## config.mk

```make
export PLATFORM = sky130hd
export DESIGN_NAME = xfifo_flags_flat
export DESIGN_NICKNAME = d
export VERILOG_FILES = /design/src/rtl/xfifo_flags_if.sv /design/src/rtl/xfifo_flags.sv /design/src/flat_wrapper.sv
export SDC_FILE = /design/constraint.sdc
export NUM_CORES = 1
export LEC_CHECK = 0
export ABC_AREA = 1
export CORE_MARGIN = 5
export CORE_UTILIZATION = 30
export CTS_CLUSTER_DIAMETER = 80
export DETAILED_ROUTE_END_ITERATION = 7
export GPL_ROUTABILITY_DRIVEN = 0
export GPL_TIMING_DRIVEN = 0
export PLACE_DENSITY = 0.58
export SETUP_SLACK_MARGIN = 0.15
export SLEW_MARGIN = 20
export SYNTH_ARGS = -nofsm -noshare
export SYNTH_HDL_FRONTEND = slang
export SYNTH_SLANG_ARGS = --single-unit
```

## constraint.sdc

```tcl
create_clock -name clk -period 2 [get_ports clk]
set_input_delay 0.2 -clock clk [delete_from_list [all_inputs] [get_ports clk]]
set_output_delay 0.2 -clock clk [all_outputs]
set_load 0.03 [all_outputs]
```

## src/rtl/xfifo_flags_if.sv

```systemverilog
// xfifo_flags_if: bus bundle for the xfifo_flags synchronous FIFO.
//   master : drives write data/requests, read request, thresholds, error clear;
//            observes read data, valid, flags, count and sticky errors.
//   slave  : the FIFO side of the same signals.
interface xfifo_flags_if #(
  parameter int unsigned DATA_BITS = 10,
  parameter int unsigned ADDR_BITS = 3
);
  logic [DATA_BITS-1:0] fifo_data_in;
  logic                 fifo_write;
  logic                 fifo_read;
  logic [ADDR_BITS:0]   high_limit;
  logic [ADDR_BITS:0]   low_limit;
  logic                 error_clear;
  logic [DATA_BITS-1:0] fifo_data_out;
  logic                 fifo_valid_out;
  logic                 fifo_full_out;
  logic                 fifo_empty_out;
  logic                 full_out;
  logic                 empty_out;
  logic [ADDR_BITS:0]   fifo_count_out;
  logic                 overflow_out;
  logic                 underflow_out;
  logic                 error_fifo_out;

  modport master (
    output fifo_data_in, fifo_write, fifo_read, high_limit, low_limit, error_clear,
    input  fifo_data_out, fifo_valid_out, fifo_full_out, fifo_empty_out,
           full_out, empty_out, fifo_count_out, overflow_out, underflow_out,
           error_fifo_out
  );

  modport slave (
    input  fifo_data_in, fifo_write, fifo_read, high_limit, low_limit, error_clear,
    output fifo_data_out, fifo_valid_out, fifo_full_out, fifo_empty_out,
           full_out, empty_out, fifo_count_out, overflow_out, underflow_out,
           error_fifo_out
  );
endinterface

```

## src/rtl/xfifo_flags.sv

```systemverilog
// xfifo_flags: synchronous FIFO, 2**ADDR_BITS entries of DATA_BITS, with
// occupancy counter, programmable almost-full/almost-empty flags, sticky
// overflow/underflow errors and registered or first-word-fall-through read.
// Ports:
//   clk   : single clock, rising edge
//   reset : synchronous, active-low
//   bus   : xfifo_flags_if.slave (data, requests, thresholds, flags, count, errors)
module xfifo_flags #(
  parameter int unsigned DATA_BITS = 10,
  parameter int unsigned ADDR_BITS = 3,
  parameter bit          FWFT      = 1'b0
) (
  input  logic           clk,
  input  logic           reset,
  xfifo_flags_if.slave   bus
);
  localparam int unsigned      SIZE   = 2 ** ADDR_BITS;
  localparam logic [ADDR_BITS:0] SIZE_C = (ADDR_BITS + 1)'(SIZE);

  logic [DATA_BITS-1:0] mem_q [SIZE];
  logic [ADDR_BITS-1:0] wr_ptr_q, wr_ptr_d;
  logic [ADDR_BITS-1:0] rd_ptr_q, rd_ptr_d;
  logic [ADDR_BITS:0]   count_q, count_d;
  logic [DATA_BITS-1:0] dout_q, dout_d;
  logic                 valid_q, valid_d;
  logic                 ovf_q, ovf_d;
  logic                 unf_q, unf_d;
  logic                 full, empty, rd_ok, wr_ok;

  always_comb begin
    full     = (count_q == SIZE_C);
    empty    = (count_q == '0);
    rd_ok    = bus.fifo_read && !empty;
    // At full, a simultaneous accepted read frees the slot the write needs.
    wr_ok    = bus.fifo_write && (!full || rd_ok);

    wr_ptr_d = wr_ptr_q;
    rd_ptr_d = rd_ptr_q;
    count_d  = count_q;
    dout_d   = dout_q;
    valid_d  = 1'b0;

    if (wr_ok) wr_ptr_d = wr_ptr_q + ADDR_BITS'(1);
    if (rd_ok) begin
      rd_ptr_d = rd_ptr_q + ADDR_BITS'(1);
      dout_d   = mem_q[rd_ptr_q];
      valid_d  = 1'b1;
    end

    case ({wr_ok, rd_ok})
      2'b10:   count_d = count_q + (ADDR_BITS + 1)'(1);
      2'b01:   count_d = count_q - (ADDR_BITS + 1)'(1);
      default: count_d = count_q;
    endcase

    // A new error event in the same cycle as error_clear wins.
    if (bus.fifo_write && !wr_ok) ovf_d = 1'b1;
    else if (bus.error_clear)     ovf_d = 1'b0;
    else                          ovf_d = ovf_q;

    if (bus.fifo_read && !rd_ok)  unf_d = 1'b1;
    else if (bus.error_clear)     unf_d = 1'b0;
    else                          unf_d = unf_q;
  end

  always_ff @(posedge clk) begin
    if (!reset) begin
      wr_ptr_q <= '0;
      rd_ptr_q <= '0;
      count_q  <= '0;
      dout_q   <= '0;
      valid_q  <= 1'b0;
      ovf_q    <= 1'b0;
      unf_q    <= 1'b0;
    end else begin
      wr_ptr_q <= wr_ptr_d;
      rd_ptr_q <= rd_ptr_d;
      count_q  <= count_d;
      dout_q   <= dout_d;
      valid_q  <= valid_d;
      ovf_q    <= ovf_d;
      unf_q    <= unf_d;
    end
  end

  // Storage is not cleared by reset, but writes are blocked while it is low.
  always_ff @(posedge clk) begin
    if (reset && wr_ok) mem_q[wr_ptr_q] <= bus.fifo_data_in;
  end

  assign bus.full_out       = full;
  assign bus.empty_out      = empty;
  assign bus.fifo_count_out = count_q;
  assign bus.overflow_out   = ovf_q;
  assign bus.underflow_out  = unf_q;
  assign bus.error_fifo_out = ovf_q | unf_q;

  assign bus.fifo_full_out  = (bus.high_limit == '0 || bus.high_limit > SIZE_C)
                              ? full : (count_q >= bus.high_limit);
  assign bus.fifo_empty_out = (bus.low_limit == '0)
                              ? empty : (count_q <= bus.low_limit);

  // In FWFT mode the head word is shown directly; it is forced to zero while
  // empty so the output reads 0 after reset like the registered mode.
  assign bus.fifo_data_out  = FWFT ? (empty ? '0 : mem_q[rd_ptr_q]) : dout_q;
  assign bus.fifo_valid_out = FWFT ? !empty : valid_q;
endmodule
```

## src/flat_wrapper.sv

```systemverilog
// flat-port wrapper written by rule: the top's interface ports become plain ports
module xfifo_flags_flat 
#(
  parameter int unsigned DATA_BITS = 10,
  parameter int unsigned ADDR_BITS = 3,
  parameter bit          FWFT      = 1'b0
)
  (clk, reset, bus_fifo_data_in, bus_fifo_write, bus_fifo_read, bus_high_limit, bus_low_limit, bus_error_clear, bus_fifo_data_out, bus_fifo_valid_out, bus_fifo_full_out, bus_fifo_empty_out, bus_full_out, bus_empty_out, bus_fifo_count_out, bus_overflow_out, bus_underflow_out, bus_error_fifo_out);
  xfifo_flags_if #(.DATA_BITS(DATA_BITS), .ADDR_BITS(ADDR_BITS)) bus_i ();
  input  logic clk;
  input  logic reset;
  input wire logic [$bits(bus_i.fifo_data_in)-1:0] bus_fifo_data_in;
  input wire logic [$bits(bus_i.fifo_write)-1:0] bus_fifo_write;
  input wire logic [$bits(bus_i.fifo_read)-1:0] bus_fifo_read;
  input wire logic [$bits(bus_i.high_limit)-1:0] bus_high_limit;
  input wire logic [$bits(bus_i.low_limit)-1:0] bus_low_limit;
  input wire logic [$bits(bus_i.error_clear)-1:0] bus_error_clear;
  output wire logic [$bits(bus_i.fifo_data_out)-1:0] bus_fifo_data_out;
  output wire logic [$bits(bus_i.fifo_valid_out)-1:0] bus_fifo_valid_out;
  output wire logic [$bits(bus_i.fifo_full_out)-1:0] bus_fifo_full_out;
  output wire logic [$bits(bus_i.fifo_empty_out)-1:0] bus_fifo_empty_out;
  output wire logic [$bits(bus_i.full_out)-1:0] bus_full_out;
  output wire logic [$bits(bus_i.empty_out)-1:0] bus_empty_out;
  output wire logic [$bits(bus_i.fifo_count_out)-1:0] bus_fifo_count_out;
  output wire logic [$bits(bus_i.overflow_out)-1:0] bus_overflow_out;
  output wire logic [$bits(bus_i.underflow_out)-1:0] bus_underflow_out;
  output wire logic [$bits(bus_i.error_fifo_out)-1:0] bus_error_fifo_out;
  assign bus_i.fifo_data_in = bus_fifo_data_in;
  assign bus_i.fifo_write = bus_fifo_write;
  assign bus_i.fifo_read = bus_fifo_read;
  assign bus_i.high_limit = bus_high_limit;
  assign bus_i.low_limit = bus_low_limit;
  assign bus_i.error_clear = bus_error_clear;
  assign bus_fifo_data_out = bus_i.fifo_data_out;
  assign bus_fifo_valid_out = bus_i.fifo_valid_out;
  assign bus_fifo_full_out = bus_i.fifo_full_out;
  assign bus_fifo_empty_out = bus_i.fifo_empty_out;
  assign bus_full_out = bus_i.full_out;
  assign bus_empty_out = bus_i.empty_out;
  assign bus_fifo_count_out = bus_i.fifo_count_out;
  assign bus_overflow_out = bus_i.overflow_out;
  assign bus_underflow_out = bus_i.underflow_out;
  assign bus_error_fifo_out = bus_i.error_fifo_out;
  xfifo_flags #(.DATA_BITS(DATA_BITS), .ADDR_BITS(ADDR_BITS), .FWFT(FWFT)) u_core (.clk(clk), .reset(reset), .bus(bus_i));
endmodule
```

After elaboration in Yosys (flattened, before gate mapping)
Memories as Yosys holds them, arrays and structs flattened. A register that Yosys moved wholly into a read port is not among the register bits.
Cells that the tools add are included.

operators by class
  add/sub/neg operators = 4
  order comparisons = 3
  eq/ne operators = 3
  multiplexer cells = 9
  bitwise operators = 1
  reduce and logical (&&, ||, !) cells = 18

operators by type and width
  kind                                                                 number
  4-bit logical NOT                                                    3
  1-bit 2-to-1 mux                                                     8
  4-bit case mux with 2 select lines                                   1
  3-bit by 1-bit adder with 3-bit output (second input constant)       2
  2-bit nonzero test                                                   3
  1-bit logical AND                                                    5
  1-bit logical NOT                                                    5
  4-bit by 1-bit adder with 4-bit output (second input constant)       1
  4-bit == test (second input constant)                                1
  4-bit >= comparator                                                  1
  4-bit greater-than comparator (second input constant)                1
  4-bit less-or-equal comparator                                       1
  4-bit by 1-bit subtractor with 4-bit output (second input constant)  1
  2-bit by 1-bit == test with 1-bit output (second input constant)     1
  2-bit == test (second input constant)                                1
  1-bit logical OR                                                     2
  1-bit OR                                                             1

storage, ports and cells
  bits in registers = 13
  RAM bits = 80
  input port bits = 23
  output and inout port bits = 22
  word-level logic and storage cells = 45
  memories kept = 1

memories
  memory        words  bits a word  rd ports  clocked after memory_dff  wr ports  RTL line           source
  u_core.mem_q  8      10           1         1                         1         xfifo_flags.sv:20  logic [DATA_BITS-1:0] mem_q [SIZE];

Depth between registers and ports, before layout
Gate-level depths: netlist of run 1.

  depth in word-level cells = 8
  depth in mapped cells = 15

Least setup slack after synthesis of run 1
No wires, ideal clock.

  path type = register -> register
  from = reg u_core.count_q[2], in the netlist u_core.bus.fifo_count_out[2]
  to = mem u_core.mem_q[0][0], enable pin
  library setup time = 390 ps
  data arrival time = 1,826 ps
  slack = -216 ps
  cell stages (with the launch flop) = 7
  path buffers = 0
  clock period less this slack = 2,216 ps
  path through = dfxtp_1 > inv_2 > nand4_1 > nand2_2 > inv_1 > nand2_1 > nor3_1

on the way
  longest elaborated chain between the ends = 8

RTL lines
  item                                        RTL line           source
  start, declared                             xfifo_flags.sv:23  logic [ADDR_BITS:0] count_q, count_d;
  start signal, assigned                      xfifo_flags.sv:78  count_q <= count_d;
  4-bit logical NOT                           xfifo_flags.sv:32  empty = (count_q == '0);
  1-bit logical NOT                           xfifo_flags.sv:33  rd_ok = bus.fifo_read && !empty;
  1-bit logical AND                           xfifo_flags.sv:33
  1-bit logical OR (*)                        xfifo_flags.sv:35  wr_ok = bus.fifo_write && (!full || rd_ok);
  1-bit logical AND (*)                       xfifo_flags.sv:35
  1-bit logical AND (*)                       xfifo_flags.sv:88  if (reset && wr_ok) mem_q[wr_ptr_q] <= bus.fifo_data_in;
  1-bit 2-to-1 mux (*)                        xfifo_flags.sv:88
  1-bit 2-to-1 mux (not written as such) (*)  xfifo_flags.sv:88
  end, declared                               xfifo_flags.sv:20

Mark *: on every way between the ends. The rest lies on a longest branch, timed or not.

Worst setup path after layout of run 1
  from = reg u_core.count_q[3], in the netlist u_core.bus.fifo_count_out[3]
  to = out bus_fifo_empty_out

on the way
  longest elaborated chain between the ends = 2

RTL lines
  item                                                                 RTL line                               source
  4-bit less-or-equal comparator or 4-bit logical NOT (tied branches)  xfifo_flags.sv:101, xfifo_flags.sv:32
  1-bit 2-to-1 mux (*)                                                 xfifo_flags.sv:101                     ? empty : (count_q <= bus.low_limit);
  end, declared                                                        flat_wrapper.sv:21                     output wire logic [$bits(bus_i.fifo_empty_out)-1:0] bus_fifo_empty_out;

Marked as above.

==> impl_results.html, run 1 <==
<table>
<tr><th>Metric</th><th>Value</th></tr>
<tr><th colspan="2">Synthesis</th></tr>
<tr><td>Fraction of post-synthesis cell area in the top cell type by area</td><td>50.00%</td></tr>
<tr><td>Area share of fa/ha/maj cells after synthesis</td><td>roughly 3.4%</td></tr>
<tr><td>Average cell area after synthesis</td><td>9.746 um2</td></tr>
<tr><td>Leading post-synthesis cells by instance count</td><td>131 x sky130_fd_sc_hd__nand2_1, 88 x sky130_fd_sc_hd__inv_1, 80 x sky130_fd_sc_hd__edfxtp_1, 60 x sky130_fd_sc_hd__nand3_1, 23 x sky130_fd_sc_hd__dfxtp_1</td></tr>
<tr><td>Cell with the most instances after synthesis</td><td>sky130_fd_sc_hd__nand2_1</td></tr>
<tr><td>Post-synthesis sequential area ratio</td><td>59.58%</td></tr>
<tr><td>Count of warnings emitted by yosys</td><td>0</td></tr>
<tr><td>Proportion of register bits with asynchronous set or reset after synthesis</td><td>0%</td></tr>
<tr><td>Fraction of the mapped netlist area in compound gates</td><td>4.740%</td></tr>
<tr><td>Simple-gate share of the synthesized area</td><td>21.33%</td></tr>
<tr><td>Syn Std Cell Area</td><td>4805 um2</td></tr>
<tr><td>Fraction of synthesized area in multiplexers</td><td>0%</td></tr>
<tr><td>Register bit total from synthesis</td><td>103</td></tr>
<tr><td>Largest area contributor in the synthesized netlist</td><td>sky130_fd_sc_hd__edfxtp_1</td></tr>
<tr><td>Synth top area cells</td><td>sky130_fd_sc_hd__edfxtp_1 50%, sky130_fd_sc_hd__nand2_1 10%, sky130_fd_sc_hd__dfxtp_1 9.6%</td></tr>
<tr><td>Count of flip-flops with a built-in enable after synthesis</td><td>80</td></tr>
<tr><td>Leading register cell type out of synthesis</td><td>sky130_fd_sc_hd__edfxtp_1</td></tr>
<tr><td>Mapped Cells</td><td>slightly below 500</td></tr>
<tr><td>Net count after synthesis</td><td>529</td></tr>
<tr><td>Main combinational cell family by area after synthesis</td><td>simple AND/OR/NAND/NOR gates</td></tr>
<tr><td>Netlist cell types</td><td>31</td></tr>
<tr><td>Fraction of synthesized cell area in xor and xnor cells</td><td>0.5469%</td></tr>
<tr><th colspan="2">Final layout</th></tr>
<tr><td>Number of cells in the finished layout apart from fillers</td><td>788</td></tr>
<tr><td>Net count reported at finish</td><td>603</td></tr>
<tr><td>Share of post-route cells with drive strength above 1</td><td>20.28%</td></tr>
<tr><td>Antenna Diode Count</td><td>0</td></tr>
<tr><td>Share of the core filled with cells in the final layout</td><td>39.97%</td></tr>
<tr><td>Synth-to-Final Area Change</td><td>31.20%</td></tr>
<tr><th colspan="2">Floorplanning</th></tr>
<tr><td>Core area</td><td>15770 um2</td></tr>
<tr><td>Effective utilization at floorplan</td><td>30.47%</td></tr>
<tr><td>Die outline area</td><td>18650 um2</td></tr>
<tr><td>Width of the chip</td><td>136.6 um</td></tr>
<tr><td>Number of top-level pins</td><td>45</td></tr>
<tr><td>Die Span Y</td><td>136.6 um</td></tr>
<tr><td>Std-Cell Rows</td><td>46</td></tr>
<tr><th colspan="2">Route</th></tr>
<tr><td>Routed WL</td><td>around 12000 um</td></tr>
<tr><td>Via count of the routed design</td><td>3559</td></tr>
<tr><td>Mean number of vias per cell</td><td>4.516</td></tr>
<tr><td>Post-detailed-route wirelength per cell</td><td>15.75 um</td></tr>
<tr><td>Number of search-and-repair iterations in the first detailed-routing pass</td><td>7</td></tr>
<tr><td>Remaining routing DRC violations</td><td>0</td></tr>
<tr><td>Residual antenna-violating net count after detailed routing</td><td>0</td></tr>
<tr><td>Number of DRC violations after detailed-routing iteration 0</td><td>236</td></tr>
<tr><th colspan="2">Critical path</th></tr>
<tr><td>WP buf/inv</td><td>2</td></tr>
<tr><td>Setup slack of the most critical reg-to-reg path</td><td>between 0.15 and 0.2 ns</td></tr>
<tr><td>CP Launch Type</td><td>flop</td></tr>
<tr><td>Path type of the worst setup path</td><td>reg2out</td></tr>
<tr><td>Worst endpoint data arrival time</td><td>1.64 ns</td></tr>
<tr><td>Worst path most repeated cell</td><td>sky130_fd_sc_hd__buf_4</td></tr>
<tr><td>Kind of cell adding the most delay to the critical path</td><td>flip-flops</td></tr>
<tr><td>Slowest cell delay on critical path</td><td>about 0.37 ns</td></tr>
<tr><td>Cell breakdown of the critical path</td><td>buf_4, ha_4, a21oi_2, o21ai_1, a31oi_1, buf_4</td></tr>
<tr><td>Largest fanout on the critical path</td><td>6</td></tr>
<tr><td>Cell with the largest stage delay on the worst path</td><td>sky130_fd_sc_hd__dfxtp_4</td></tr>
<tr><td>Required @ worst endpoint</td><td>1.80 ns</td></tr>
<tr><td>Worst setup EP type</td><td>primary output</td></tr>
<tr><th colspan="2">Clock tree</th></tr>
<tr><td>TritonCTS Sinks</td><td>103</td></tr>
<tr><td>Clock Path Buffers</td><td>2</td></tr>
<tr><td>CTS tree</td><td>yes</td></tr>
<tr><td>CTS buffer count</td><td>9</td></tr>
<tr><td># hold bufs at CTS</td><td>0</td></tr>
<tr><td>CTS root buffer</td><td>sky130_fd_sc_hd__clkbuf_16</td></tr>
<tr><td>Clock edge transition at the registers on the reported setup and hold paths</td><td>0.07 ns</td></tr>
<tr><td>CTS H-tree lvls</td><td>3</td></tr>
<tr><td>Latest clock arrival within the worst-skew pair</td><td>around 0.35 ns</td></tr>
<tr><th colspan="2">GRT</th></tr>
<tr><td>Initial antenna violation count</td><td>0</td></tr>
<tr><td>First-pass GRT wire length</td><td>18870 um</td></tr>
<tr><td>Total track usage</td><td>13.63%</td></tr>
<tr><td>Maximum number of pins on one net before global-route repair</td><td>18</td></tr>
<tr><td>Remaining global-route overflow</td><td>0</td></tr>
<tr><td>Via count of the first global-routing pass</td><td>3566</td></tr>
<tr><th colspan="2">Outcome</th></tr>
<tr><td>Run status</td><td>completed</td></tr>
<tr><th colspan="2">STA</th></tr>
<tr><td>Final Max Slew Viols</td><td>0</td></tr>
<tr><td>Max-Slew Margin vs Limit</td><td>between 50 and 60%</td></tr>
<tr><td>Post-Route Skew</td><td>roughly 0.0066 ns</td></tr>
<tr><td>Period minus WS final</td><td>1.844 ns</td></tr>
<tr><td>Worst slew pin tran</td><td>about 0.63 ns</td></tr>
<tr><td>Achievable frequency</td><td>roughly 0.54 GHz</td></tr>
<tr><td>RSZ-0062 raised after global routing</td><td>true</td></tr>
<tr><td>Final-report hold violation count</td><td>0</td></tr>
<tr><td>Worst hold slack</td><td>0.2558 ns</td></tr>
<tr><td>Final worst-path cycle share</td><td>92.18%</td></tr>
<tr><td>Final setup violation count</td><td>0</td></tr>
<tr><th colspan="2">Place</th></tr>
<tr><td>Number of port buffers</td><td>44</td></tr>
<tr><td>HPWL after DPL</td><td>between 7000 and 8000 um</td></tr>
<tr><td>Cell count after placement</td><td>753</td></tr>
<tr><th colspan="2">Flow run</th></tr>
<tr><td>Number of maximum-capacitance constraint violations</td><td>0</td></tr>
<tr><th colspan="2">Power and ir drop</th></tr>
<tr><td>Leakage dissipation</td><td>2.599 nW</td></tr>
<tr><td>Overall power of the completed layout</td><td>7.272 mW</td></tr>
<tr><td>Largest voltage drop on the vdd net</td><td>0.5285 mV</td></tr>
<tr><td>Power Density</td><td>~1200 nW/um2</td></tr>
<tr><th colspan="2">Worst hold path</th></tr>
<tr><td>Type of the most critical hold path</td><td>in2reg</td></tr>
</table>
==> cell usage in the layout (no fill, tap or decap), types with 11 or more instances in the layout <==
master and n:
sky130_fd_sc_hd__nand3_2 12, sky130_fd_sc_hd__edfxtp_1 80, sky130_fd_sc_hd__inv_1 82, sky130_fd_sc_hd__nand2_1 128, sky130_fd_sc_hd__clkdlybuf4s50_1 38, sky130_fd_sc_hd__buf_4 14
sky130_fd_sc_hd__dfxtp_1 19, sky130_fd_sc_hd__a21oi_1 11, sky130_fd_sc_hd__a21oi_2 13, sky130_fd_sc_hd__nand3_1 56
==> final cells by class <==
type                            instances  area, um2
Clock buffer                           11      242.7
Fill cell                            1551       9467
Clock inverter                          5      63.81
Timing Repair Buffer                   63      680.7
Buffer                                 19      148.9
Inverter                               92      352.8
Sequential cell                       103       2878
Tap cell                              216      270.3
Multi-Input combinational cell        279       1667
==> per-layer routing <==
metal / up-vias / track usage, % / wire length [um] / part of all wire, %
met2: 131 / 23.55 / 6093 / 49
met4: 0 / 4.927 / 225 / 1.8
met3: 20 / 4.007 / 1042 / 8.4
li1: 1747 / - / - / -
met5: - / 0 / 0 / 0
met1: 1661 / 16.06 / 5049 / 41
==> registers in the layout, summed over array words and instances, names as in the netlist <==
signal and cells:
u_core.bus.fifo_valid_out 1, u_core.bus.underflow_out 1, u_core.wr_ptr_q 3, u_core.mem_q 80, u_core.bus.overflow_out 1, u_core.bus.fifo_count_out 4
u_core.bus.fifo_data_out 10, u_core.rd_ptr_q 3
==> cell families after synthesis <==
group           Yosys count
flops                   103
simple gates            225
compound gates           38
fa+ha+maj                13
buf+inv                 111
xor+xnor                  3
==> worst paths after layout <==
path | start | to | cells after the start
hold reg to reg | u_core.bus.fifo_data_out[9] | u_core.bus.fifo_data_out[9] | 2
setup / recovery | u_core.bus.fifo_count_out[3] | bus_fifo_empty_out | 6
hold / removal | bus_fifo_read | u_core.bus.underflow_out | 3
setup reg to reg | u_core.bus.fifo_count_out[1] | u_core.bus.fifo_count_out[2] | 12
==> where the power goes <==
part / total (mW) / leakage (nW) / switching [mW] / internal (mW)
Combinational: 2.83 / 1.53 / 1.72 / 1.11
Clock: 1.80 / 0.152 / 0.783 / 1.02
Sequential: 2.64 / 0.914 / 0.145 / 2.49
==> worst min-delay path, stage by stage <==
cell                             delay [ns]
sky130_fd_sc_hd__dlymetal6s2s_1        0.20
sky130_fd_sc_hd__nand2_1               0.10
sky130_fd_sc_hd__a21oi_1               0.05
==> per-stage QoR <==
stage	area (um2)	setup slack (ns)	setup TNS [ns]
floorplan	4841	0.1561	0
global placement	5552	-0.6648	-50.05
detailed placement	5559	-0.7244	-45.28
CTS	6160	0.07932	0
global route	6304	0.03987	0
finish	6304	0.1564	0
==> timing repair <==
item / in CTS / in global routing
pin swaps: 11 / 12
gates resized for setup: 33 / 32
setup buffers: 14 / 5
endpoints found under the setup margin: 87 / 85
(Power assumes the default switching activity.)
==> run 2: changes to the inputs <==
--- a/config.mk
+++ b/config.mk
@@ -7,12 +7,12 @@
 export LEC_CHECK = 0
 export ABC_AREA = 1
 export CORE_MARGIN = 5
-export CORE_UTILIZATION = 30
+export CORE_UTILIZATION = 33
 export CTS_CLUSTER_DIAMETER = 80
 export DETAILED_ROUTE_END_ITERATION = 7
 export GPL_ROUTABILITY_DRIVEN = 0
 export GPL_TIMING_DRIVEN = 0
-export PLACE_DENSITY = 0.58
+export PLACE_DENSITY = 0.62
 export SETUP_SLACK_MARGIN = 0.15
 export SLEW_MARGIN = 20
 export SYNTH_ARGS = -nofsm -noshare
==> run 2 against run 1 <==
Compared with the run above:
- worst hold slack gained 0.22 ns
- cell count shrank 4.3%
- via count grew 2.9%
- first-iteration DRC count shrank 4.2%
- register-to-register slack is essentially flat
- clock skew is 0.0041 ns higher
- combinational power decreased by 4%
- wire length is 0.45% higher
- count of clock-buffer cells in the layout unchanged
- flip-flop and latch count did not move
- die area down 8.4%
- critical path type is now reg2reg
- critical endpoint is now u_core.bus.fifo_count_out[2]
==> impl_results.html, run 2 (synthesis results as in run 1) <==
<table>
<tr><th>Metric</th><th>Value</th></tr>
<tr><th colspan="2">STA</th></tr>
<tr><td>Post-Route Skew</td><td>0.01071 ns (+0.004078 ns)</td></tr>
<tr><td>Final worst-path cycle share</td><td>92.20% (about the same)</td></tr>
<tr><td>Max-Slew Margin vs Limit</td><td>54.51% (-3.3 points)</td></tr>
<tr><td>Final setup violation count</td><td>0 (unchanged)</td></tr>
<tr><td>RSZ-0062 raised after global routing</td><td>true</td></tr>
<tr><td>Final-report hold violation count</td><td>0 (unchanged)</td></tr>
<tr><td>Worst hold slack</td><td>0.4724 ns (+0.2166 ns)</td></tr>
<tr><td>Final Max Slew Viols</td><td>0 (unchanged)</td></tr>
<tr><td>Achievable frequency</td><td>0.5423 GHz (about the same)</td></tr>
<tr><td>Period minus WS final</td><td>1.844 ns (+0.0004370 ns)</td></tr>
<tr><td>Worst path setup slack after routing</td><td>0.1559 ns (-0.0004370 ns)</td></tr>
<tr><td>Worst slew pin tran</td><td>0.6823 ns (+0.04935 ns)</td></tr>
<tr><th colspan="2">Final layout</th></tr>
<tr><td>Antenna Diode Count</td><td>0 (unchanged)</td></tr>
<tr><td>Largest Register</td><td>u_core.mem_q</td></tr>
<tr><td>Share of the core filled with cells in the final layout</td><td>42.77% (+2.8 points)</td></tr>
<tr><td>Net count reported at finish</td><td>601 (-0.33%)</td></tr>
<tr><td>Leading cell types in the layout, fill and taps excluded</td><td>129 x sky130_fd_sc_hd__nand2_1, 85 x sky130_fd_sc_hd__inv_1, 80 x sky130_fd_sc_hd__edfxtp_1, 58 x sky130_fd_sc_hd__nand3_1, 39 x sky130_fd_sc_hd__clkdlybuf4s50_1</td></tr>
<tr><td>Most common library cell in the layout ignoring fill and taps</td><td>sky130_fd_sc_hd__nand2_1</td></tr>
<tr><td>Synth-to-Final Area Change</td><td>28.41%</td></tr>
<tr><td>Largest register FFs</td><td>80 (unchanged)</td></tr>
<tr><td>Share of post-route cells with drive strength above 1</td><td>18.42% (-1.9 points)</td></tr>
<tr><th colspan="2">Clock tree</th></tr>
<tr><td>Latest clock arrival within the worst-skew pair</td><td>0.35 ns (about the same)</td></tr>
<tr><td>CTS tree</td><td>yes</td></tr>
<tr><td>Clock Path Buffers</td><td>2 (unchanged)</td></tr>
<tr><td>TritonCTS Sinks</td><td>103 (unchanged)</td></tr>
<tr><td># hold bufs at CTS</td><td>0 (unchanged)</td></tr>
<tr><td>Clock edge transition at the registers on the reported setup and hold paths</td><td>0.07 ns (about the same)</td></tr>
<tr><td>CTS H-tree lvls</td><td>3 (unchanged)</td></tr>
<tr><td>CTS buffer count</td><td>9 (unchanged)</td></tr>
<tr><td>CTS root buffer</td><td>sky130_fd_sc_hd__clkbuf_16</td></tr>
<tr><th colspan="2">GRT</th></tr>
<tr><td>Global-route track usage on met3</td><td>2.724% (-1.3 points)</td></tr>
<tr><td>First-pass GRT wire length</td><td>18860 um (about the same)</td></tr>
<tr><td>GR Util met1</td><td>18.90% (+2.8 points)</td></tr>
<tr><td>Met2 Track Usage GR</td><td>25.13% (+1.6 points)</td></tr>
<tr><td>Initial antenna violation count</td><td>0 (unchanged)</td></tr>
<tr><td>Total track usage</td><td>14.71% (+1.1 points)</td></tr>
<tr><td>Remaining global-route overflow</td><td>0 (unchanged)</td></tr>
<tr><td>Via count of the first global-routing pass</td><td>3563 (-0.084%)</td></tr>
<tr><td>Maximum number of pins on one net before global-route repair</td><td>18 (unchanged)</td></tr>
<tr><td>Most Crowded Layer GR</td><td>met2</td></tr>
<tr><th colspan="2">Critical path</th></tr>
<tr><td>Worst setup EP type</td><td>flop</td></tr>
<tr><td>Path type of the worst setup path</td><td>reg2reg</td></tr>
<tr><td>Setup slack of the most critical reg-to-reg path</td><td>0.16 ns (about the same)</td></tr>
<tr><td>Cell with the largest stage delay on the worst path</td><td>sky130_fd_sc_hd__dfxtp_4</td></tr>
<tr><td>Worst endpoint data arrival time</td><td>2.08 ns (+0.44 ns)</td></tr>
<tr><td>Slowest cell delay on critical path</td><td>0.38 ns (about the same)</td></tr>
<tr><td>R2r startpoint</td><td>u_core.bus.fifo_count_out[1]</td></tr>
<tr><td>Required @ worst endpoint</td><td>2.24 ns (+0.44 ns)</td></tr>
<tr><td>Reg2reg path depth</td><td>11 (-1)</td></tr>
<tr><td>Kind of cell adding the most delay to the critical path</td><td>simple AND/OR/NAND/NOR gates</td></tr>
<tr><td>Largest fanout on the critical path</td><td>9 (+3)</td></tr>
<tr><td>Cell breakdown of the critical path</td><td>nor2_4, nand4_1, nand2_4, ha_4, inv_1, nand2_1, nand2_2, ha_1, a21oi_2, xor2_1, a21oi_1</td></tr>
<tr><td>CP Launch Type</td><td>flop</td></tr>
<tr><td>R2r endpoint</td><td>u_core.bus.fifo_count_out[2]</td></tr>
<tr><td>WP buf/inv</td><td>1 (-1)</td></tr>
<tr><th colspan="2">Flow run</th></tr>
<tr><td>Number of maximum-capacitance constraint violations</td><td>0 (unchanged)</td></tr>
<tr><th colspan="2">Place</th></tr>
<tr><td>Number of port buffers</td><td>44 (unchanged)</td></tr>
<tr><td>HPWL after DPL</td><td>7974 um (+1.1%)</td></tr>
<tr><td>Post-Place Worst Slack</td><td>-0.6782 ns (+0.04626 ns)</td></tr>
<tr><th colspan="2">Route</th></tr>
<tr><td>Routed WL</td><td>12470 um (+0.45%)</td></tr>
<tr><td>Mean number of vias per cell</td><td>4.857 (+7.5%)</td></tr>
<tr><td>Post-detailed-route wirelength per cell</td><td>16.53 um (+5.0%)</td></tr>
<tr><td>Residual antenna-violating net count after detailed routing</td><td>0 (unchanged)</td></tr>
<tr><td>Via count of the routed design</td><td>3662 (+2.9%)</td></tr>
<tr><td>Number of search-and-repair iterations in the first detailed-routing pass</td><td>5 (-2)</td></tr>
<tr><td>Remaining routing DRC violations</td><td>0 (unchanged)</td></tr>
<tr><td>Number of DRC violations after detailed-routing iteration 0</td><td>226 (-4.2%)</td></tr>
<tr><th colspan="2">Power and ir drop</th></tr>
<tr><td>Relative contribution of the clock network to total power</td><td>25.2% (+0.4 points)</td></tr>
<tr><td>Power Density</td><td>1160 nW/um2 (+0.54%)</td></tr>
<tr><td>Internal power consumption</td><td>4.543 mW (-1.7%)</td></tr>
<tr><td>Sequential share of power</td><td>36.8% (+0.6 points)</td></tr>
<tr><td>Switching component of the power</td><td>2.614 mW (-1.4%)</td></tr>
<tr><td>Leakage dissipation</td><td>2.560 nW (-1.5%)</td></tr>
<tr><td>Net switching share of the total power</td><td>36.52% (+0.065 points)</td></tr>
<tr><td>Overall power of the completed layout</td><td>7.156 mW (-1.6%)</td></tr>
<tr><td>Largest voltage drop on the vdd net</td><td>0.5617 mV (+6.3%)</td></tr>
<tr><td>Combinational group share of total power</td><td>38.0% (-0.9 points)</td></tr>
<tr><th colspan="2">Worst hold path</th></tr>
<tr><td>Min-Delay Startpoint</td><td>u_core.bus.fifo_data_out[9]</td></tr>
<tr><td>Cells on Worst Hold Path</td><td>2 (-1)</td></tr>
<tr><td>Endpoint, Worst Hold</td><td>u_core.bus.fifo_data_out[9]</td></tr>
<tr><td>Type of the most critical hold path</td><td>reg2reg</td></tr>
<tr><th colspan="2">Floorplanning</th></tr>
<tr><td>Effective utilization at floorplan</td><td>33.31% (+2.8 points)</td></tr>
<tr><td>Width of the chip</td><td>130.7 um (-4.3%)</td></tr>
<tr><td>Number of top-level pins</td><td>45 (unchanged)</td></tr>
<tr><td>Die Span Y</td><td>130.7 um (-4.3%)</td></tr>
<tr><td>Core area</td><td>14420 um2 (-8.5%)</td></tr>
<tr><td>Die outline area</td><td>17070 um2 (-8.4%)</td></tr>
<tr><td>Std-Cell Rows</td><td>44 (-4.3%)</td></tr>
<tr><th colspan="2">Outcome</th></tr>
<tr><td>Run status</td><td>completed</td></tr>
</table>
-- run 2: changes by cell type in the layout (fill, tap and decap cells not counted), moves of 2 or more --
| cell | previous run | this run |
|---|---|---|
| sky130_fd_sc_hd__buf_12 | 9 | 6 |
| sky130_fd_sc_hd__nand3_1 | 56 | 58 |
| sky130_fd_sc_hd__inv_1 | 82 | 85 |
| sky130_fd_sc_hd__a21oi_1 | 11 | 13 |
| sky130_fd_sc_hd__a21oi_2 | 13 | 11 |
| sky130_fd_sc_hd__inv_2 | 8 | 5 |
-- run 2: stage by stage --
step	area, um2	setup TNS, ns	cells
global route	6170	0	754
global placement	5512	-43.09	721
floorplan	4841	0	493
CTS	6023	-1.009	747
detailed placement	5517	-43.48	721
finish	6170	0	754
-- run 2: tightest hold or removal path: cells and delay by family, from the launching register on --
| family | cells | cell delay (ns) |
|---|---|---|
| and+or+nand+nor | 1 | 0.06 |
| DFF | 1 | 0.31 |
| AOI/OAI and AO/OA | 1 | 0.05 |
-- run 2: metal layers --
| layer | vias up | share of wire, % |
|---|---|---|
| li1 | 1744 | - |
| met1 | 1779 | 44 |
| met2 | 110 | 46 |
| met3 | 29 | 6.7 |
| met4 | 0 | 3.2 |
| met5 | - | 0 |
-- run 2: what timing repair did --
action,4_1_cts,5_1_grt
pin swaps,8,11
resized for setup,28,21
setup endpoints to repair,87,75
setup buffers,10,7
-- run 2: power by group through the flow --
stage | sequential, mW | combinational (mW) | clock, mW
after CTS | 2.62 | 2.65 | 1.84
after detailed placement | 2.68 | 2.51 | 0
final | 2.63 | 2.72 | 1.81
after global routing | 2.66 | 2.96 | 1.92
after floorplan | 2.86 | 1.45 | 0
after global placement | 2.68 | 2.44 | 0
-- run 2: worst max path at each step --
stage / endpoint / slack [ns] / cells past startpoint / start
2_1_floorplan: u_core.bus.fifo_count_out[2] / 0.16 / 12 / u_core.bus.fifo_count_out[1]
3_3_place_gp: u_core.mem_q[3][4] / -0.64 / 4 / reset
3_5_place_dp: u_core.mem_q[2][1] / -0.68 / 7 / bus_fifo_read
4_1_cts: u_core.mem_q[1][7] / -0.07 / 4 / reset
5_1_grt: bus_fifo_full_out / 0.07 / 8 / u_core.bus.fifo_count_out[1]
6_report: u_core.bus.fifo_count_out[2] / 0.16 / 11 / u_core.bus.fifo_count_out[1]
-- run 2: final cells by class --
| cell class | instances | area, um2 |
|---|---|---|
| Inverter | 92 | 352.8 |
| Timing Repair Buffer | 61 | 625.6 |
| Sequential cell | 103 | 2878 |
| Multi-Input combinational cell | 279 | 1629 |
| Buffer | 19 | 147.6 |
| Clock buffer | 11 | 242.7 |
| Clock inverter | 5 | 63.81 |
| Fill cell | 1355 | 8254 |
| Tap cell | 184 | 230.2 |
==> run 3: changes to the inputs <==
--- a/config.mk
+++ b/config.mk
@@ -14,7 +14,7 @@
 export GPL_TIMING_DRIVEN = 0
 export PLACE_DENSITY = 0.62
 export SETUP_SLACK_MARGIN = 0.15
-export SLEW_MARGIN = 20
+export SLEW_MARGIN = 0
 export SYNTH_ARGS = -nofsm -noshare
 export SYNTH_HDL_FRONTEND = slang
 export SYNTH_SLANG_ARGS = --single-unit
==> run 3 against run 2 <==
Compared with the run above:
- largest cell class unchanged
- via count shrank 0.11%
- register-to-register slack about the same
- cell count rose by 0.66%
- design area is 1.0% higher
- first-iteration DRC count shrank 13%
- flip-flop and latch count unchanged
- combinational power rose by 3%
- non-clock buffer count increased by 5
- die area stayed put
- clock skew fell by 0.0018 ns
==> impl_results.html, run 3 (synthesis results as in run 1) <==
<table>
<tr><th>Metric</th><th>Value</th></tr>
<tr><th colspan="2">Outcome</th></tr>
<tr><td>Run status</td><td>completed</td></tr>
<tr><th colspan="2">Clock tree</th></tr>
<tr><td>Clock Path Buffers</td><td>2 (unchanged)</td></tr>
<tr><td>CTS tree</td><td>yes</td></tr>
<tr><td>CTS H-tree lvls</td><td>3 (unchanged)</td></tr>
<tr><td>CTS buffer count</td><td>9 (unchanged)</td></tr>
<tr><td>Latest clock arrival within the worst-skew pair</td><td>0.35 ns (about the same)</td></tr>
<tr><td>TritonCTS Sinks</td><td>103 (unchanged)</td></tr>
<tr><td>Clock edge transition at the registers on the reported setup and hold paths</td><td>0.07 ns (about the same)</td></tr>
<tr><td>CTS root buffer</td><td>sky130_fd_sc_hd__clkbuf_16</td></tr>
<tr><th colspan="2">Critical path</th></tr>
<tr><td>Kind of cell adding the most delay to the critical path</td><td>buffers and inverters</td></tr>
<tr><td>WP buf/inv</td><td>3 (+2)</td></tr>
<tr><td>Required @ worst endpoint</td><td>2.06 ns (-0.18 ns)</td></tr>
<tr><td>Cell with the largest stage delay on the worst path</td><td>sky130_fd_sc_hd__clkdlybuf4s50_1</td></tr>
<tr><td>Path type of the worst setup path</td><td>in2reg</td></tr>
<tr><td>Largest fanout on the critical path</td><td>10 (+1)</td></tr>
<tr><td>Slowest cell delay on critical path</td><td>0.55 ns (+0.17 ns)</td></tr>
<tr><td>Cell breakdown of the critical path</td><td>clkdlybuf4s50_1, clkbuf_1, nand3_1, nor2_4, buf_4</td></tr>
<tr><td>R2r startpoint</td><td>u_core.wr_ptr_q[0]</td></tr>
<tr><td>Worst Setup SP</td><td>reset</td></tr>
<tr><td>CP Launch Type</td><td>input pin</td></tr>
<tr><td>Worst endpoint data arrival time</td><td>1.94 ns (-0.14 ns)</td></tr>
<tr><td>Worst setup EP type</td><td>flop</td></tr>
<tr><th colspan="2">GRT</th></tr>
<tr><td>Maximum number of pins on one net before global-route repair</td><td>20 (+2)</td></tr>
<tr><td>GR Util met1</td><td>18.95% (+0.047 points)</td></tr>
<tr><td>Remaining global-route overflow</td><td>0 (unchanged)</td></tr>
<tr><td>Total track usage</td><td>14.67% (-0.044 points)</td></tr>
<tr><td>Global-route track usage on met3</td><td>3.049% (+0.33 points)</td></tr>
<tr><td>Initial antenna violation count</td><td>0 (unchanged)</td></tr>
<tr><td>First-pass GRT wire length</td><td>18940 um (+0.44%)</td></tr>
<tr><td>Most Crowded Layer GR</td><td>met2</td></tr>
<tr><td>Via count of the first global-routing pass</td><td>3578 (+0.42%)</td></tr>
<tr><td>Met2 Track Usage GR</td><td>24.98% (-0.15 points)</td></tr>
<tr><th colspan="2">STA</th></tr>
<tr><td>Final Max Slew Viols</td><td>0 (unchanged)</td></tr>
<tr><td>Final setup TNS</td><td>0 ns (unchanged)</td></tr>
<tr><td>RSZ-0062 raised after global routing</td><td>true</td></tr>
<tr><td>Worst path setup slack after routing</td><td>0.1173 ns (-0.03861 ns)</td></tr>
<tr><td>Max-Slew Margin vs Limit</td><td>57.12% (+2.6 points)</td></tr>
<tr><td>Post-Route Skew</td><td>0.008886 ns (-0.001826 ns)</td></tr>
<tr><td>Final setup violation count</td><td>0 (unchanged)</td></tr>
<tr><td>Final-report hold violation count</td><td>0 (unchanged)</td></tr>
<tr><td>Worst slew pin tran</td><td>0.6432 ns (-0.03914 ns)</td></tr>
<tr><td>Achievable frequency</td><td>0.5312 GHz (-2.1%)</td></tr>
<tr><td>Period minus WS final</td><td>1.883 ns (+0.03861 ns)</td></tr>
<tr><td>Final worst-path cycle share</td><td>94.13% (+1.9 points)</td></tr>
<tr><th colspan="2">Floorplanning</th></tr>
<tr><td>Core area</td><td>14420 um2 (unchanged)</td></tr>
<tr><td>Die Span Y</td><td>130.7 um (unchanged)</td></tr>
<tr><td>Die outline area</td><td>17070 um2 (unchanged)</td></tr>
<tr><td>Number of top-level pins</td><td>45 (unchanged)</td></tr>
<tr><td>Width of the chip</td><td>130.7 um (unchanged)</td></tr>
<tr><td>Std-Cell Rows</td><td>44 (unchanged)</td></tr>
<tr><td>Effective utilization at floorplan</td><td>33.31% (unchanged)</td></tr>
<tr><th colspan="2">Power and ir drop</th></tr>
<tr><td>Net switching share of the total power</td><td>36.92% (+0.39 points)</td></tr>
<tr><td>Sequential share of power</td><td>36.2% (-0.6 points)</td></tr>
<tr><td>Overall power of the completed layout</td><td>7.263 mW (+1.5%)</td></tr>
<tr><td>Combinational group share of total power</td><td>38.7% (+0.7 points)</td></tr>
<tr><td>Switching component of the power</td><td>2.681 mW (+2.6%)</td></tr>
<tr><td>Internal power consumption</td><td>4.581 mW (+0.86%)</td></tr>
<tr><td>Relative contribution of the clock network to total power</td><td>25.1% (about the same)</td></tr>
<tr><td>Largest voltage drop on the vdd net</td><td>0.7051 mV (+26%)</td></tr>
<tr><td>Power Density</td><td>1165 nW/um2 (+0.45%)</td></tr>
<tr><td>Leakage dissipation</td><td>2.577 nW (+0.67%)</td></tr>
<tr><th colspan="2">Final layout</th></tr>
<tr><td>Number of cells in the finished layout apart from fillers</td><td>759 (+0.66%)</td></tr>
<tr><td>Largest register FFs</td><td>80 (unchanged)</td></tr>
<tr><td>Antenna Diode Count</td><td>0 (unchanged)</td></tr>
<tr><td>Largest Register</td><td>u_core.mem_q</td></tr>
<tr><td>Leading cell types in the layout, fill and taps excluded</td><td>127 x sky130_fd_sc_hd__nand2_1, 86 x sky130_fd_sc_hd__inv_1, 80 x sky130_fd_sc_hd__edfxtp_1, 60 x sky130_fd_sc_hd__nand3_1, 40 x sky130_fd_sc_hd__clkdlybuf4s50_1</td></tr>
<tr><td>Share of post-route cells with drive strength above 1</td><td>19.30% (+0.88 points)</td></tr>
<tr><td>Synth-to-Final Area Change</td><td>29.74%</td></tr>
<tr><td>Most common library cell in the layout ignoring fill and taps</td><td>sky130_fd_sc_hd__nand2_1</td></tr>
<tr><td>Count of filler cells inserted in the layout</td><td>1362 (+0.52%)</td></tr>
<tr><td>Net count reported at finish</td><td>606 (+0.83%)</td></tr>
<tr><th colspan="2">Place</th></tr>
<tr><td>Post-Place Worst Slack</td><td>-0.7219 ns (-0.04376 ns)</td></tr>
<tr><td>Number of port buffers</td><td>44 (unchanged)</td></tr>
<tr><td>HPWL after DPL</td><td>7942 um (-0.40%)</td></tr>
<tr><td>Cell count after placement</td><td>721 (unchanged)</td></tr>
<tr><th colspan="2">Route</th></tr>
<tr><td>Via count of the routed design</td><td>3658 (-0.11%)</td></tr>
<tr><td>Number of search-and-repair iterations in the first detailed-routing pass</td><td>7 (+2)</td></tr>
<tr><td>Number of DRC violations after detailed-routing iteration 0</td><td>196 (-13%)</td></tr>
<tr><td>Residual antenna-violating net count after detailed routing</td><td>0 (unchanged)</td></tr>
<tr><td>Remaining routing DRC violations</td><td>0 (unchanged)</td></tr>
<tr><td>Post-detailed-route wirelength per cell</td><td>16.42 um (-0.70%)</td></tr>
<tr><td>Routed WL</td><td>12460 um (about the same)</td></tr>
<tr><td>Mean number of vias per cell</td><td>4.819 (-0.77%)</td></tr>
<tr><th colspan="2">Flow run</th></tr>
<tr><td>Number of maximum-capacitance constraint violations</td><td>0 (unchanged)</td></tr>
<tr><th colspan="2">Worst hold path</th></tr>
<tr><td>Min-Delay Startpoint</td><td>u_core.bus.fifo_data_out[9]</td></tr>
<tr><td>Type of the most critical hold path</td><td>reg2reg</td></tr>
</table>
==> run 3: timing repair <==
action / CTS / global route
buffers inserted: 8 / 14
hold buffers: 0 / 0
resized for setup: 27 / 27
setup endpoints to repair: 87 / 85
pin swaps: 6 / 15
==> run 3: through the flow <==
stage / cell area [um2] / utilization [%] / hold WS (ns)
after floorplan: 4841 / - / 0.2989
after global placement: 5512 / 38.21 / 0.4552
after detailed placement: 5512 / 38.21 / 0.4666
after CTS: 5998 / 41.59 / 0.4785
after global routing: 6233 / 43.22 / 0.5068
final: 6233 / 43.22 / 0.4725
==> run 3: layout make-up <==
cell class	instances	area (um2)	share of cell area (%)
timing repair buffer	66	680.7	10.92
buffer	19	147.6	2.369
tap	184	230.2	3.693
inverter	92	352.8	5.660
sequential	103	2878	46.17
clock inverter	7	90.09	1.445
multi-input combinational	279	1629	26.13
clock buffer	9	225.2	3.613
==> run 3: routing by layer <==
metal	part of all wire (%)	wire length (um)	vias up
li1	-	-	1751
met1	44	5477	1790
met2	49	6052	99
met3	5.6	699	18
met4	1.9	233	0
met5	0	0	-
==> run 3: path summary, 6_finish.rpt <==
kind	end	slack, ns	cells past startpoint
hold / removal	u_core.bus.fifo_data_out[9]	0.47	2
hold reg to reg	u_core.bus.fifo_data_out[9]	0.47	2
setup / recovery	u_core.mem_q[3][1]	0.12	5
setup reg to reg	u_core.mem_q[3][1]	0.16	3
==> run 3: worst reg2reg max path, cell delays in order, from the launching register on <==
cell and delay, ns:
sky130_fd_sc_hd__dfxtp_1 0.65, sky130_fd_sc_hd__nand3_1 0.47, sky130_fd_sc_hd__nor2_4 0.23, sky130_fd_sc_hd__buf_4 0.19
==> run 3: power groups by stage <==
stage | Sequential [mW] | Clock (mW) | Combinational, mW
6_report | 2.63 | 1.82 | 2.81
3_3_place_gp | 2.68 | 0 | 2.44
5_1_grt | 2.65 | 1.94 | 3.06
4_1_cts | 2.64 | 1.86 | 2.59
2_1_floorplan | 2.86 | 0 | 1.45
3_5_place_dp | 2.68 | 0 | 2.51
